## src/rtl/lsu_mem_stage_if.sv

```systemverilog
// Bundle of the request, dmemory and response signals of the MEM-stage
// load/store unit. The unit itself uses the slave view; whoever feeds it
// requests, models dmemory and drains responses uses the master view.
interface lsu_mem_stage_if #(
    parameter int ADDR_W = 32,
    parameter int DATA_W = 32
);
    logic              req_valid;
    logic              req_ready;
    logic              req_we;
    logic [2:0]        req_funct3;
    logic [ADDR_W-1:0] req_addr;
    logic [DATA_W-1:0] req_wdata;
    logic [4:0]        req_rd;

    logic [ADDR_W-1:0] dmem_address;
    logic              dmem_read_write;
    logic [1:0]        dmem_access_size;
    logic [DATA_W-1:0] dmem_data_in;
    logic [DATA_W-1:0] dmem_data_out;

    logic              resp_valid;
    logic              resp_ready;
    logic [4:0]        resp_rd;
    logic [DATA_W-1:0] resp_rdata;
    logic              resp_fault;

    modport slave (
        input  req_valid, req_we, req_funct3, req_addr, req_wdata, req_rd,
        input  dmem_data_out, resp_ready,
        output req_ready,
        output dmem_address, dmem_read_write, dmem_access_size, dmem_data_in,
        output resp_valid, resp_rd, resp_rdata, resp_fault
    );

    modport master (
        output req_valid, req_we, req_funct3, req_addr, req_wdata, req_rd,
        output dmem_data_out, resp_ready,
        input  req_ready,
        input  dmem_address, dmem_read_write, dmem_access_size, dmem_data_in,
        input  resp_valid, resp_rd, resp_rdata, resp_fault
    );
endinterface

```

## src/rtl/lsu_mem_stage.sv

```systemverilog
// MEM-stage load/store unit in front of dmemory. One request at a time:
// IDLE accepts, ISSUE drives dmemory for one cycle, WAIT captures load data,
// RESP holds the result until the writeback side takes it. Misaligned,
// illegal or out-of-window requests skip memory and go straight to RESP.
module lsu_mem_stage #(
    parameter int                ADDR_W     = 32,
    parameter int                DATA_W     = 32,
    parameter logic [ADDR_W-1:0] START_ADDR = ADDR_W'(32'h0100_0000)
) (
    input logic            clk,
    input logic            rst,
    lsu_mem_stage_if.slave bus
);

    typedef enum logic [1:0] {IDLE, ISSUE, WAIT, RESP} state_t;

    state_t     state;
    state_t     next_state;
    logic       we_q;
    logic [2:0] funct3_q;
    logic [4:0] rd_q;
    logic       req_fault;

    // Illegal funct3 (load 3/6/7, store 3..7), misalignment, or below the window.
    function automatic logic is_fault(input logic we, input logic [2:0] f3,
                                      input logic [ADDR_W-1:0] addr);
        logic illegal;
        logic misaligned;
        illegal    = we ? (f3[2] || (f3[1:0] == 2'b11))
                        : ((f3[1:0] == 2'b11) || (f3[2:1] == 2'b11));
        misaligned = ((f3[1:0] == 2'b01) && addr[0]) ||
                     ((f3[1:0] == 2'b10) && (addr[1:0] != 2'b00));
        return illegal || misaligned || (addr < START_ADDR);
    endfunction

    // Store data is right-aligned; clear everything above the access size.
    function automatic logic [DATA_W-1:0] store_mask(input logic [1:0] size,
                                                     input logic [DATA_W-1:0] wdata);
        case (size)
            2'b00:   return {{(DATA_W-8){1'b0}}, wdata[7:0]};
            2'b01:   return {{(DATA_W-16){1'b0}}, wdata[15:0]};
            default: return wdata;
        endcase
    endfunction

    // Sign- or zero-extend the right-aligned dmemory word; upper garbage is dropped.
    function automatic logic [DATA_W-1:0] load_extend(input logic [2:0] f3,
                                                      input logic [DATA_W-1:0] raw);
        logic signed [DATA_W-1:0] sval;
        case (f3)
            3'b000:  sval = DATA_W'($signed(raw[7:0]));
            3'b001:  sval = DATA_W'($signed(raw[15:0]));
            3'b100:  sval = $signed({{(DATA_W-8){1'b0}}, raw[7:0]});
            3'b101:  sval = $signed({{(DATA_W-16){1'b0}}, raw[15:0]});
            default: sval = $signed(raw);
        endcase
        return sval;
    endfunction

    assign req_fault = is_fault(bus.req_we, bus.req_funct3, bus.req_addr);

    // State register; reset drops straight back to IDLE.
    always_ff @(posedge clk or posedge rst) begin
        if (rst) state <= IDLE;
        else     state <= next_state;
    end

    // Next state plus the handshake and write strobe, all decoded from state so reset clears them at once.
    always_comb begin
        next_state           = state;
        bus.req_ready        = 1'b0;
        bus.resp_valid       = 1'b0;
        bus.dmem_read_write  = 1'b0;
        case (state)
            IDLE: begin
                bus.req_ready = 1'b1;
                if (bus.req_valid) next_state = req_fault ? RESP : ISSUE;
            end
            ISSUE: begin
                bus.dmem_read_write = we_q;
                next_state          = we_q ? RESP : WAIT;
            end
            WAIT:    next_state = RESP;
            RESP: begin
                bus.resp_valid = 1'b1;
                if (bus.resp_ready) next_state = IDLE;
            end
            default: next_state = IDLE;
        endcase
    end

    // Latch the request, drive dmemory address/size/data, and build the response.
    always_ff @(posedge clk or posedge rst) begin
        if (rst) begin
            we_q                 <= 1'b0;
            funct3_q             <= 3'd0;
            rd_q                 <= 5'd0;
            bus.dmem_address     <= '0;
            bus.dmem_access_size <= 2'd0;
            bus.dmem_data_in     <= '0;
            bus.resp_rd          <= 5'd0;
            bus.resp_rdata       <= '0;
            bus.resp_fault       <= 1'b0;
        end else begin
            case (state)
                IDLE: begin
                    if (bus.req_valid) begin
                        we_q     <= bus.req_we;
                        funct3_q <= bus.req_funct3;
                        rd_q     <= bus.req_rd;
                        if (req_fault) begin
                            bus.resp_rd    <= 5'd0;
                            bus.resp_rdata <= '0;
                            bus.resp_fault <= 1'b1;
                        end else begin
                            // Address and size only move on a real access, so they hold elsewhere.
                            bus.dmem_address     <= bus.req_addr;
                            bus.dmem_access_size <= bus.req_funct3[1:0];
                            if (bus.req_we)
                                bus.dmem_data_in <= store_mask(bus.req_funct3[1:0], bus.req_wdata);
                        end
                    end
                end
                ISSUE: begin
                    if (we_q) begin
                        bus.resp_rd    <= 5'd0;
                        bus.resp_rdata <= '0;
                        bus.resp_fault <= 1'b0;
                    end
                end
                WAIT: begin
                    bus.resp_rd    <= rd_q;
                    bus.resp_rdata <= load_extend(funct3_q, bus.dmem_data_out);
                    bus.resp_fault <= 1'b0;
                end
                default: ;
            endcase
        end
    end

endmodule

```

## src/flat_wrapper.sv

```systemverilog
// flat-port wrapper written by rule: the top's interface ports become plain ports
module lsu_mem_stage_flat 
#(
    parameter int                ADDR_W     = 32,
    parameter int                DATA_W     = 32,
    parameter logic [ADDR_W-1:0] START_ADDR = ADDR_W'(32'h0100_0000)
)
  (clk, rst, bus_req_valid, bus_req_we, bus_req_funct3, bus_req_addr, bus_req_wdata, bus_req_rd, bus_dmem_data_out, bus_resp_ready, bus_req_ready, bus_dmem_address, bus_dmem_read_write, bus_dmem_access_size, bus_dmem_data_in, bus_resp_valid, bus_resp_rd, bus_resp_rdata, bus_resp_fault);
  lsu_mem_stage_if #(.ADDR_W(ADDR_W), .DATA_W(DATA_W)) bus_i ();
  input logic clk;
  input logic rst;
  input wire logic [$bits(bus_i.req_valid)-1:0] bus_req_valid;
  input wire logic [$bits(bus_i.req_we)-1:0] bus_req_we;
  input wire logic [$bits(bus_i.req_funct3)-1:0] bus_req_funct3;
  input wire logic [$bits(bus_i.req_addr)-1:0] bus_req_addr;
  input wire logic [$bits(bus_i.req_wdata)-1:0] bus_req_wdata;
  input wire logic [$bits(bus_i.req_rd)-1:0] bus_req_rd;
  input wire logic [$bits(bus_i.dmem_data_out)-1:0] bus_dmem_data_out;
  input wire logic [$bits(bus_i.resp_ready)-1:0] bus_resp_ready;
  output wire logic [$bits(bus_i.req_ready)-1:0] bus_req_ready;
  output wire logic [$bits(bus_i.dmem_address)-1:0] bus_dmem_address;
  output wire logic [$bits(bus_i.dmem_read_write)-1:0] bus_dmem_read_write;
  output wire logic [$bits(bus_i.dmem_access_size)-1:0] bus_dmem_access_size;
  output wire logic [$bits(bus_i.dmem_data_in)-1:0] bus_dmem_data_in;
  output wire logic [$bits(bus_i.resp_valid)-1:0] bus_resp_valid;
  output wire logic [$bits(bus_i.resp_rd)-1:0] bus_resp_rd;
  output wire logic [$bits(bus_i.resp_rdata)-1:0] bus_resp_rdata;
  output wire logic [$bits(bus_i.resp_fault)-1:0] bus_resp_fault;
  assign bus_i.req_valid = bus_req_valid;
  assign bus_i.req_we = bus_req_we;
  assign bus_i.req_funct3 = bus_req_funct3;
  assign bus_i.req_addr = bus_req_addr;
  assign bus_i.req_wdata = bus_req_wdata;
  assign bus_i.req_rd = bus_req_rd;
  assign bus_i.dmem_data_out = bus_dmem_data_out;
  assign bus_i.resp_ready = bus_resp_ready;
  assign bus_req_ready = bus_i.req_ready;
  assign bus_dmem_address = bus_i.dmem_address;
  assign bus_dmem_read_write = bus_i.dmem_read_write;
  assign bus_dmem_access_size = bus_i.dmem_access_size;
  assign bus_dmem_data_in = bus_i.dmem_data_in;
  assign bus_resp_valid = bus_i.resp_valid;
  assign bus_resp_rd = bus_i.resp_rd;
  assign bus_resp_rdata = bus_i.resp_rdata;
  assign bus_resp_fault = bus_i.resp_fault;
  lsu_mem_stage #(.ADDR_W(ADDR_W), .DATA_W(DATA_W), .START_ADDR(START_ADDR)) u_core (.clk(clk), .rst(rst), .bus(bus_i));
endmodule
```

## config.mk

```make
export PLATFORM = sky130hd
export DESIGN_NAME = lsu_mem_stage_flat
export DESIGN_NICKNAME = d
export VERILOG_FILES = /design/src/rtl/lsu_mem_stage_if.sv /design/src/rtl/lsu_mem_stage.sv /design/src/flat_wrapper.sv
export SDC_FILE = /design/constraint.sdc
export NUM_CORES = 1
export LEC_CHECK = 0
export CAP_MARGIN = 10
export CORE_MARGIN = 2
export CORE_UTILIZATION = 40
export DETAILED_ROUTE_END_ITERATION = 7
export PLACE_DENSITY = 0.77
export SLEW_MARGIN = 30
export SYNTH_ARGS = -nofsm -noshare
export SYNTH_HDL_FRONTEND = slang
export SYNTH_SLANG_ARGS = --single-unit
```

## constraint.sdc

```tcl
create_clock -name clk -period 4.5 [get_ports clk]
set_input_delay 0.9 -clock clk [delete_from_list [all_inputs] [get_ports clk]]
set_output_delay 0.9 -clock clk [all_outputs]
set_load 0.02 [all_outputs]
```

==> run summary <==
The flow ran to the end, and the final reports show no timing, DRC or antenna violations. The maximum level of the CTS H-tree came out at 4. Of all flip-flops after synthesis, the portion carrying an async set or reset was between 90% and 100%. After legalization and detailed placement, the total HPWL measured 9.53 mm. The synthesized area per cell came out at around 12 um^2.

Once detail routing completed, the nets flagged for antenna violations numbered 0. The worst setup path is captured at a flop. The initial antenna violation count is 0.

The remaining routing DRC violations is 0. The total number of nets in the final design came out at about 740. The headroom to the max-slew limit is 45.9%.

The peak fanout along the critical path came out at 38. In this run the worst hold path is classified as flop to flop. The worst setup path is launched from a primary input.

The post-synthesis net count is approximately 520. The cell count after synthesis is a little over 400. Setup repair after global routing left no endpoint under its margin.

The vertical die dimension came out at between 100 and 150 um. dfrtp_1 is the most common cell in the netlist. The worst setup margin is 1.39 ns.

The non-filler instance count after layout is 804. The placer's final routability congestion estimate is 0.801. The combinational group share of total power came out at around 46%. The commonest cells after synthesis are dfrtp_1 (115), mux2_2 (68), nand2_1 (62), o21ai_0 (34), inv_1 (19). Port buffering added 215 buffers.

After the first detailed-routing iteration, the DRC count stood at 122. The pin count of the biggest net entering global routing is between 80 and 90. Clock-pin slew was measured on the worst setup and hold paths at approximately 0.05 ns.

The number of warnings issued by yosys came out at 0. The power spent charging and discharging nets is 0.00203 W. The clock share of power is between 20 and 25%.

The count of buffers added by post-CTS timing repair for setup came out at 0. The fraction of post-synthesis cell area in the top cell type by area is between 50% and 60%. The horizontal die dimension came out at 115 um. The design draws 0.00579 W. The final clock period utilization by the worst path is between 60% and 70%. The flip-flop and latch count after synthesis came out at about 120. The largest single stage delay on the critical path is approximately 0.66 ns. Dividing total power by cell area gives a power density of 737 nW/um^2. Counting every sink on the clock net gives about 120. The source-to-sink clock delay at the later pin of the worst-skew pair is roughly 0.4 ns. The critical path data arrival time is roughly 3.4 ns. The fraction of layout cells with a size suffix above 1 came out at a little under a fifth. The detail-routed net length per standard cell is ~16 um. The cell internal power dissipation came out at 0.00375 W. The count of placed standard cells including taps is a little under 800. The number of optimization iterations in the first detailed-route pass came out at 4. In this run the standard cell core region covers 12100 um^2.

The total negative slack for setup checks came out at 0 ns. The number of diodes added for antenna fixing came out at 0. The top-level port count is 216. The number of global-route vias before repair is 4200.

By area the synthesized netlist is led by dfrtp_1 (58%), mux2_2 (15%), nand2_1 (4.7%). The library cell occupying the most area in the post-synthesis netlist is dfrtp_1. The slew at the pin closest to its max-slew limit came out at between 0.8 and 0.9 ns. The fraction of power spent switching nets is about a third. The critical path goes through clkdlybuf4s50_1 -> nor4_1 -> o22ai_2 -> o21ai_4 -> buf_4 -> mux2_2. The post-synthesis instance area is around 5000 um^2.

The worst-case IR drop observed on VDD is ~440 uV. The initialized floorplan defines 40 standard-cell rows. The clock arrives with about 0.0065 ns of skew. TritonCTS built the clock tree. The final number of max-transition violations came to 0. Counting distinct cell types in the post-synthesis netlist gives 34. At the worst endpoint, the required time is about 4.8 ns. OpenSTA, run right after detailed placement, puts the worst setup slack at between 1 and 1.5 ns. The number of hold-repair buffers added at the cts stage is 0.

For this run, the leading register cell type out of synthesis is dfrtp_1. The via count of the routed design came out at around 3900. The post-cts resize count came out at 0. The total CTS buffers is 17. The count of maximum capacitance violations came out at 0. The final hold violation count is 0.

The highest-delay cell along the critical path is nor4_1. Counting I/O delays and the setup requirement, the final critical path takes slightly above 3 ns. The type of the setup path with the least slack is primary input to flop. The number of endpoints failing setup at the final stage is 0. The area added between synthesis and finish came out at 58.3%. The die area came out at 13300 um^2. The per-cell via count in the routed design came out at about 4.8. The number of enable-type register cells in the synthesized netlist is 0. The overall overflow remaining after global route is 0.

The register share of total power came out at around a third. Of the synthesized area, sequential elements account for 58.0%. The final routed wirelength across all metal layers is between 10 and 15 mm. The initial core utilization came out at 41.1%. CTS placed an instance of clkbuf_16 at the clock tree root. The analysis attributes to cell leakage a power of between 3 and 4 nW. The upper clock frequency limit is roughly 320 MHz. The global-route total usage across every layer came out at just over 20%.

The worst-case clock buffer depth is 2. The first global-routing pass estimated approximately 21 mm of wire.
[metrics by stage]
stage,instance area [um^2],hold WS (ns),util (%)
CTS,7840,0.481,65.0
global placement,7260,0.460,60.2
finish,7850,0.474,65.1
global route,7850,0.500,65.1
floorplan,4960,0.464,-
detailed placement,7270,0.469,60.3
[registers in the layout, indices dropped and copies added (netlist names)]
signal,cells
u_core.bus.resp_rdata,32
u_core.bus.resp_fault,1
u_core.rd_q,5
u_core.bus.dmem_data_in,32
u_core.we_q,1
u_core.funct3_q,3
u_core.bus.dmem_access_size,2
u_core.state,2
u_core.bus.resp_rd,5
u_core.bus.dmem_address,32
[path summary, 6_finish.rpt]
path                                                          from                                       to  slack (ns)  cells after the start
max                                              bus_req_funct3[0]    u_core.bus.resp_rdata[16]$_DFFE_PP0P_        1.39                      6
min                        u_core.bus.dmem_data_in[21]$_DFFE_PP0P_  u_core.bus.dmem_data_in[21]$_DFFE_PP0P_        0.47                      2
max reg2reg                            u_core.state[0]$_DFFE_PP0P_   u_core.bus.dmem_address[2]$_DFFE_PP0P_        2.16                      6
min reg2reg                u_core.bus.dmem_data_in[21]$_DFFE_PP0P_  u_core.bus.dmem_data_in[21]$_DFFE_PP0P_        0.47                      2
max in group asynchronous                                      rst    u_core.bus.resp_rdata[18]$_DFFE_PP0P_        2.73                      3
min in group asynchronous                                      rst   u_core.bus.dmem_address[4]$_DFFE_PP0P_        1.04                      2
[cells by family (layout without fill, tap and decap cells)]
logic type	Yosys count	count (layout)	synth area share [%]
buffers and inverters	44	270	4.14
multiplexers	89	89	20.3
adder cells (fa/ha/maj)	4	4	1.01
flip-flops	115	115	58.0
AO/OA/AOI/OAI	52	52	6.23
AND/OR/NAND/NOR	106	106	10.3
[layout by cell type, fill, tap and decap left out]
master           count
clkdlybuf4s50_1    215
dfrtp_1            115
mux2_2              68
nand2_1             62
o21ai_0             34
inv_1               18
and3_1              17
clkbuf_16           17
nand2b_1            16
mux2i_1             15
a21boi_0             8
clkbuf_8             7
mux2_4               6
buf_4                6
ha_1                 3
clkinv_2             3
or4_1                2
nor2b_1              2
a21oi_1              2
clkbuf_1             2
o21bai_2             1
a221oi_1             1
nor4_1               1
o22ai_2              1
nor3_1               1
o21ai_4              1
and2_1               1
a2111oi_0            1
nor2_4               1
o221ai_4             1
or2_2                1
inv_6                1
a21o_1               1
nor2_1               1
o22ai_1              1
or4b_2               1
ha_2                 1
bufinv_16            1
[per-layer routing]
metal  global-route usage [%]  vias to the layer above  routed length (um)
met3                     9.70                       19                1240
met5                        0                        -                   0
met2                     35.0                      144                6610
met1                     23.2                     1867                5180
li1                         -                     1822                   -
met4                     7.39                        0                 214
[final cells by class]
type,instances,area (um^2)
fillers,950,4210
well taps,168,210
clock inverters,4,45.0
repair buffers,221,2200
inverters,19,76.3
clock buffers,26,529
multi-input cells,251,1910
flip-flops and latches,115,2880
[critical path, delay by kind of cell]
family                 cells  cell delay, ns
AOI/OAI and AO/OA          2            0.41
and+or+nand+nor            1            0.66
muxes                      1            0.40
buffers and inverters      2            0.97
[power groups by stage]
stage                     Sequential (W)  Combinational, W  Clock [W]
after CTS                        0.00183           0.00272    0.00131
after global routing             0.00189           0.00288    0.00136
after global placement           0.00181           0.00265          0
final                            0.00182           0.00268    0.00128
after detailed placement         0.00183           0.00270          0
after floorplan                  0.00229           0.00102          0
No activity file was read; power rests on OpenSTA's default activity.
